===== config.mk =====
export PLATFORM = sky130hd
export DESIGN_NAME = conv_sobel3x3
export DESIGN_NICKNAME = d
export VERILOG_FILES = /design/src/rtl/conv_pkg.sv /design/src/rtl/rgb565_to_y.sv /design/src/rtl/conv_sobel3x3.sv
export SDC_FILE = /design/constraint.sdc
export NUM_CORES = 1
export LEC_CHECK = 0
export ABC_AREA = 1
export CAP_MARGIN = 15
export CORE_UTILIZATION = 30
export CTS_CLUSTER_DIAMETER = 100
export DETAILED_ROUTE_END_ITERATION = 10
export GPL_TIMING_DRIVEN = 0
export SLEW_MARGIN = 20
export SYNTH_ARGS = -nofsm -noshare
export SYNTH_HDL_FRONTEND = slang
export SYNTH_HIERARCHICAL = 1
export SYNTH_SLANG_ARGS = --single-unit

===== constraint.sdc =====
create_clock -name pclk -period 10.3 [get_ports pclk]
set_clock_uncertainty 0.1 [all_clocks]
set_input_delay 2.06 -clock pclk [delete_from_list [all_inputs] [get_ports pclk]]
set_output_delay 2.06 -clock pclk [all_outputs]
set_load 0.01 [all_outputs]

===== src/rtl/conv_pkg.sv =====
`default_nettype none
// +----------------------------------------------------------------------------+
// | Package     : conv_pkg                                                     |
// | Description : Shared constants, types and helpers for the Sobel edge       |
// |               detector (luma coefficients, data widths, pipeline latency). |
// | Revision    : 1.0 - initial release                                        |
// +----------------------------------------------------------------------------+
package conv_pkg;

   localparam int LAT      = 4;     // input-to-output latency in cycles
   localparam int Y_COEF_R = 77;    // luma weights, sum to 256
   localparam int Y_COEF_G = 150;
   localparam int Y_COEF_B = 29;
   localparam int PIX_W    = 16;    // RGB565 pixel
   localparam int Y_W      = 8;     // luma sample
   localparam int G_W      = 11;    // signed gradient (|G| <= 1020)
   localparam int CNT_W    = 11;    // column / line counters

   // Control signals that travel alongside the pixel pipeline.
   typedef struct packed {
      logic de;
      logic hs;
      logic vs;
   } sync_t;

   // Zero-extend a luma sample into the signed gradient domain.
   function automatic logic signed [G_W-1:0] y_ext(input logic [Y_W-1:0] y);
      return $signed({{(G_W-Y_W){1'b0}}, y});
   endfunction

endpackage
`default_nettype wire


===== src/rtl/rgb565_to_y.sv =====
`default_nettype none
// +----------------------------------------------------------------------------+
// | Module      : rgb565_to_y                                                  |
// | Description : Registered RGB565 -> 8-bit luma conversion, 1-cycle latency. |
// | Ports       : pclk - clock (rising edge)                                   |
// |               rst  - synchronous active-high reset                         |
// |               pix  - RGB565 input pixel                                    |
// |               y    - registered luma output                                |
// | Revision    : 1.0 - initial release                                        |
// +----------------------------------------------------------------------------+
module rgb565_to_y
   import conv_pkg::*;
(
   input  logic             pclk,
   input  logic             rst,
   input  logic [PIX_W-1:0] pix,
   output logic [Y_W-1:0]   y
);

   logic [7:0]  r8;
   logic [7:0]  g8;
   logic [7:0]  b8;
   logic [15:0] sum;
   logic [7:0]  y_next;

   // Channel expansion replicates the MSBs so full-scale maps to 255; with
   // weights summing to 256, white gives exactly 255 after the shift and the
   // 16-bit sum can never overflow (max 65280).
   always_comb begin
      r8     = {pix[15:11], pix[15:13]};
      g8     = {pix[10:5],  pix[10:9]};
      b8     = {pix[4:0],   pix[4:2]};
      sum    = 16'(Y_COEF_R) * {8'd0, r8}
             + 16'(Y_COEF_G) * {8'd0, g8}
             + 16'(Y_COEF_B) * {8'd0, b8};
      y_next = 8'(sum >> 8);
   end

   always_ff @(posedge pclk) begin
      if (rst) begin
         y <= '0;
      end else begin
         y <= y_next;
      end
   end

endmodule
`default_nettype wire


===== src/rtl/conv_sobel3x3.sv =====
`default_nettype none
// +----------------------------------------------------------------------------+
// | Module      : conv_sobel3x3                                                |
// | Description : 3x3 Sobel edge detector on a 3-row RGB565 stream. Four       |
// |               stages: luma, window shift, gradients, magnitude/threshold.  |
// | Ports       : pclk, rst              - clock, sync active-high reset       |
// |               in_de, in_hs, in_vs    - input data enable / line / frame    |
// |               row1_in..row3_in       - oldest / centre / newest line pixel |
// |               thresh                 - edge threshold                      |
// |               out_de, out_hs, out_vs - syncs delayed by LAT                 |
// |               out_data               - 16'hFFFF on edge, else 0            |
// |               edge_flag              - 1 when the pixel is an edge         |
// | Revision    : 1.0 - initial release                                        |
// +----------------------------------------------------------------------------+
module conv_sobel3x3
   import conv_pkg::*;
#(
   parameter int H_ACTIVE = 640,
   parameter int V_ACTIVE = 480
)(
   input  logic             pclk,
   input  logic             rst,
   input  logic             in_de,
   input  logic             in_hs,
   input  logic             in_vs,
   input  logic [PIX_W-1:0] row1_in,
   input  logic [PIX_W-1:0] row2_in,
   input  logic [PIX_W-1:0] row3_in,
   input  logic [7:0]       thresh,
   output logic             out_de,
   output logic             out_hs,
   output logic             out_vs,
   output logic [PIX_W-1:0] out_data,
   output logic             edge_flag
);

   localparam int               CNT_MAX = (1 << CNT_W) - 1;
   localparam logic [CNT_W-1:0] CNT_SAT = '1;

   // Configured geometry must fit the counters.
   if (H_ACTIVE < 1 || H_ACTIVE > CNT_MAX || V_ACTIVE < 1 || V_ACTIVE > CNT_MAX) begin : g_geom_check
      $error("conv_sobel3x3: H_ACTIVE/V_ACTIVE exceed counter range");
   end

   // ---------------- column / line tracking at the input side -------------
   logic [CNT_W-1:0] col_cnt;
   logic [CNT_W-1:0] line_cnt;
   logic             de_prev;
   logic             vs_prev;
   logic             frc_in;

   always_ff @(posedge pclk) begin
      if (rst) begin
         col_cnt  <= '0;
         line_cnt <= '0;
         de_prev  <= 1'b0;
         vs_prev  <= 1'b0;
      end else begin
         de_prev <= in_de;
         vs_prev <= in_vs;
         if (!in_de) begin
            col_cnt <= '0;
         end else if (col_cnt != CNT_SAT) begin
            col_cnt <= col_cnt + 1'b1;
         end
         if (in_vs && !vs_prev) begin
            line_cnt <= '0;
         end else if (de_prev && !in_de && line_cnt != CNT_SAT) begin
            line_cnt <= line_cnt + 1'b1;
         end
      end
   end

   // col_cnt is the index of the current input beat, which is also the output
   // column k this beat produces; the first two columns and first two lines
   // see an incomplete window and are forced black.
   assign frc_in = (col_cnt < CNT_W'(2)) || (line_cnt < CNT_W'(2));

   // ---------------- control pipeline --------------------------------------
   sync_t          sync_pipe [LAT];
   logic [LAT-2:0] frc_pipe;       // bit i = force flag at stage i+1

   always_ff @(posedge pclk) begin
      if (rst) begin
         for (int i = 0; i < LAT; i++) sync_pipe[i] <= '0;
         frc_pipe <= '0;
      end else begin
         sync_pipe[0] <= '{de: in_de, hs: in_hs, vs: in_vs};
         for (int i = 1; i < LAT; i++) sync_pipe[i] <= sync_pipe[i-1];
         frc_pipe <= {frc_pipe[LAT-3:0], frc_in};
      end
   end

   assign out_de = sync_pipe[LAT-1].de;
   assign out_hs = sync_pipe[LAT-1].hs;
   assign out_vs = sync_pipe[LAT-1].vs;

   // ---------------- stage 1: luma per row ---------------------------------
   logic [PIX_W-1:0] row_pix [3];
   logic [Y_W-1:0]   y_row   [3];

   assign row_pix[0] = row1_in;
   assign row_pix[1] = row2_in;
   assign row_pix[2] = row3_in;

   for (genvar r = 0; r < 3; r++) begin : g_luma
      rgb565_to_y u_luma (
         .pclk (pclk),
         .rst  (rst),
         .pix  (row_pix[r]),
         .y    (y_row[r])
      );
   end

   // ---------------- stage 2: 3x3 window -----------------------------------
   // win[row][col]; col 0 is the oldest (left) column, col 2 the newest.
   logic [Y_W-1:0] win [3][3];

   always_ff @(posedge pclk) begin
      if (rst) begin
         for (int r = 0; r < 3; r++)
            for (int c = 0; c < 3; c++)
               win[r][c] <= '0;
      end else if (sync_pipe[0].de) begin
         for (int r = 0; r < 3; r++) begin
            win[r][0] <= win[r][1];
            win[r][1] <= win[r][2];
            win[r][2] <= y_row[r];
         end
      end
   end

   // ---------------- stage 3: Sobel gradients ------------------------------
   logic signed [G_W-1:0] gx_c;
   logic signed [G_W-1:0] gy_c;
   logic signed [G_W-1:0] gx;
   logic signed [G_W-1:0] gy;

   always_comb begin
      gx_c = (y_ext(win[0][2]) - y_ext(win[0][0]))
           + ((y_ext(win[1][2]) - y_ext(win[1][0])) <<< 1)
           + (y_ext(win[2][2]) - y_ext(win[2][0]));
      gy_c = (y_ext(win[2][0]) + (y_ext(win[2][1]) <<< 1) + y_ext(win[2][2]))
           - (y_ext(win[0][0]) + (y_ext(win[0][1]) <<< 1) + y_ext(win[0][2]));
   end

   always_ff @(posedge pclk) begin
      if (rst) begin
         gx <= '0;
         gy <= '0;
      end else begin
         gx <= gx_c;
         gy <= gy_c;
      end
   end

   // ---------------- stage 4: magnitude, threshold, output -----------------
   logic [G_W-1:0] ax;
   logic [G_W-1:0] ay;
   logic [G_W:0]   mag;
   logic [7:0]     mag_sat;
   logic           is_edge;

   always_comb begin
      ax      = gx[G_W-1] ? G_W'(-gx) : G_W'(gx);
      ay      = gy[G_W-1] ? G_W'(-gy) : G_W'(gy);
      mag     = {1'b0, ax} + {1'b0, ay};
      mag_sat = (mag > (G_W+1)'(255)) ? 8'hFF : mag[7:0];
      // Blank/forced pixels win over the comparison, so thresh = 0 cannot
      // light them up.
      is_edge = sync_pipe[LAT-2].de && !frc_pipe[LAT-2] && (mag_sat >= thresh);
   end

   always_ff @(posedge pclk) begin
      if (rst) begin
         edge_flag <= 1'b0;
         out_data  <= '0;
      end else begin
         edge_flag <= is_edge;
         out_data  <= {PIX_W{is_edge}};
      end
   end

endmodule
`default_nettype wire


==> run_results.csv, run 1 <==
group,metric,value,unit
detailed_routing,first_pass_iters,6,
layout,utilization,34.1,%
detailed_routing,drc_errors,0,
floorplan,fp.dieArea,66100,sq um
layout,diodes,0,
layout,final_nets,3027,
synthesis,netlist_area,19500,sq um
floorplan,core,64300,sq um
grt,grt_pass1_wl,65700,um
grt,met1_usage,15.6,%
synthesis,synth-edff-count,72,
detailed_routing,drt-initial-drc-count,681,
layout,stdcell_area,21900,sq um
hold_path,hp-class,"flop to flop",
clocking,clock_path_buffers,2,
floorplan,initial_core_util,30.3,%
setup_path,start_kind,"primary input",
synthesis,synth-adder-area-share,41.6,%
setup_path,cp.required,10520,ps
clocking,numCtsBuffers,17,
clocking,clock-root-buffer,"clkbuf_16",
grt,grt-ovfl-total,0,
synthesis,synth-seq-cells,156,
clocking,cts_max_level,4,
synthesis,yosysSeqAreaShare,19.7,%
setup_path,rrSetupSlack,6520,ps
synthesis,synth_compound_area_share,5.98,%
clocking,ctsResizeCount,0,
placed_design,place_congestion,0.844,
timing,tns,0,ps
timing,drv_slew,0,
synthesis,ys.flop_type,"dfxtp_1",
synthesis,synth_top_family_by_area,"adder cells",
synthesis,ys_warn_count,6,
synthesis,synth_top_cell_by_area,"fa_1",
placed_design,hpwl,32200,um
clocking,clkTransAtPathRegs,60,ps
detailed_routing,wire_per_inst,11.3,um
synthesis,synth_top_area_share,21.2,%
grt,grt_antenna_before_repair,0,
synthesis,synth_cell_type_count,45,
detailed_routing,viasPerCell,4.32,
layout,area_delta_synth_final,12.4,%
timing,finalCriticalPeriod,8150,ps
detailed_routing,vias,14300,
layout,layoutNonFillerInstCount,3309,
grt,use_met2,21.2,%
floorplan,die_height,257,um
synthesis,yosys-top-cells-area,"fa_1 21%, ha_1 20%, edfxtp_1 11%",
detailed_routing,ant_nets,0,
timing,slew_headroom,50.9,%
grt,grtUsageTotal,11.9,%
placed_design,portBuffers,80,
synthesis,netlist_instances,2341,
status,status,"completed",
setup_path,critPathMaxFanout,8,
clocking,clock_sinks,156,
synthesis,syn_nets,2927,
synthesis,yosysMostFrequentCell,"inv_1",
timing,hold_viol,0,
timing,rsz0062_at_grt,"no",
setup_path,worstPathArrival,8370,ps
clocking,cts_hold_buffers,0,
synthesis,yosys.area_share.simple,17.4,%
detailed_routing,drt-total-wl,37400,um
clocking,post-cts-setup-buffer-count,0,
grt,grt_max_degree,43,
timing,max_freq,123,MHz
clocking,cts_tree,"built",
timing,period_share,79.1,%
placed_design,place_area,21400,sq um
synthesis,muxShareOfSynthArea,0,%
setup_path,endpoint_kind,"flop",
layout,drive_above_1_share,4.89,%
synthesis,synthXorXnorAreaFrac,3.59,%
synthesis,avgSynthCellArea,8.34,sq um
setup_path,crit_type,"primary input to flop",
grt,grt_pass1_vias,14000,
synthesis,ys_async_sr_fraction,0,%
timing,worstMarginPinSlew,731,ps
timing,setup_viol,0,
grt,met3_usage,1.15,%
clocking,clk-insertion-delay-late,430,ps
placed_design,placedCellCount,3277,
grt,grt-busiest-layer,"met2",
synthesis,yosys-top-cells-count,"555 x inv_1, 334 x nand2_1, 318 x ha_1",
floorplan,pin_count,81,
floorplan,fp.dieW,257,um
layout,nFillCells,6671,
flow_run,cap_violations,0,
floorplan,rows,93,
## stage by stage
stage          setup WS, ps  hold slack, ps
4_1_cts                2140             298
3_3_place_gp           1730             290
2_1_floorplan          2780             288
6_report               2150             294
5_1_grt                1770             316
3_5_place_dp           1700             293
## flip-flops by register name, indices dropped and copies added (netlist names)
signal and cells:
col_cnt 11, line_cnt 11, edge_flag 1, gy 11
frc_pipe 3, g_luma.u_luma/y 24, sync_pipe 12, win 72
gx 11
## metal layers
metal | wire [um] | vias to the layer above
li1 | - | 7528
met1 | 18100 | 6634
met2 | 18300 | 116
met3 | 669 | 22
met4 | 295 | 0
met5 | 0 | -
## area by class of cell
cell class                 count  area [sq um]  area share (%)
buffer                        30           178           0.810
timing repair buffer          81           821            3.74
clock inverter                 9          67.6           0.308
clock buffer                  23           458            2.09
multi-input combinational   1592         13400            61.0
sequential                   156          3840            17.5
inverter                     563          2110            9.63
tap                          855          1070            4.88
## cell families after synthesis
group	Yosys count
flops	156
buf+inv	593
simple gates	769
fa+ha+maj	525
xor+xnor	80
compound gates	218
## cells in the final DEF (no fill, tap or decap), drive strengths merged, types with 2 or more instances in the layout
master / synthesis / routed
ha: 318 / 318
nor2: 241 / 241
xor2: 48 / 48
o21ai: 50 / 50
xnor2: 32 / 32
o21bai: 4 / 4
o21a: 4 / 4
and2: 3 / 3
nand3b: 4 / 4
clkdlybuf4s50: 0 / 80
fa: 207 / 207
a31oi: 10 / 10
dfxtp: 84 / 84
a21o: 3 / 3
nor4: 7 / 7
a21oi: 140 / 140
buf: 18 / 19
clkbuf: 12 / 35
o2111ai: 2 / 2
clkinvlp: 0 / 3
nand2: 358 / 358
clkinv: 0 / 4
nand3: 110 / 110
nand4: 28 / 28
edfxtp: 72 / 72
inv: 563 / 565
nor3: 14 / 14
or2: 3 / 3
## critical path, cell delays in order
cell and delay, ps:
clkdlybuf4s50_1 790, ha_1 330, ha_1 270, inv_1 50, fa_1 520, inv_1 50
fa_1 450, ha_1 380, nand2_1 100, nand2_1 60, a31oi_1 170, xnor2_1 150
ha_1 280, fa_1 510, inv_1 50, fa_1 480, fa_1 540, inv_1 40
ha_1 350, nand2_1 110, nor2_1 160, and2_1 150, nand2_1 50, nand2_1 80
nand3_1 70, nand2_1 60, nor2_1 40
## final timing paths
check / from / to / depth (start not counted)
max: row2_in[9] / g_luma[1].u_luma/y[7] / 27
min: sync_pipe[0][1] / sync_pipe[1][1] / 2
max reg2reg: win[0][0] / gx[10] / 20
min reg2reg: sync_pipe[0][1] / sync_pipe[1][1] / 2
Power of run 1 is left out: the tool's default activity adds up to more than one toggle a clock period on the data nets, which glitch-free logic cannot reach.
==> inputs of run 2 (changes only) <==
==> constraint.sdc (replaced) <==
create_clock -name pclk -period 8.4 [get_ports pclk]
set_clock_uncertainty 0.1 [all_clocks]
set_input_delay 1.68 -clock pclk [delete_from_list [all_inputs] [get_ports pclk]]
set_output_delay 1.68 -clock pclk [all_outputs]
set_load 0.01 [all_outputs]
==> results of run 2 <==
The final DEF is identical to that of run 1. Status: completed.
Main changes from that run: setup slack after placement 1700 ps -> 175 ps; setup slack after layout 2150 ps -> 630 ps; register-to-register setup slack 6520 ps -> 4620 ps
Power of run 2 is left out for the same reason.
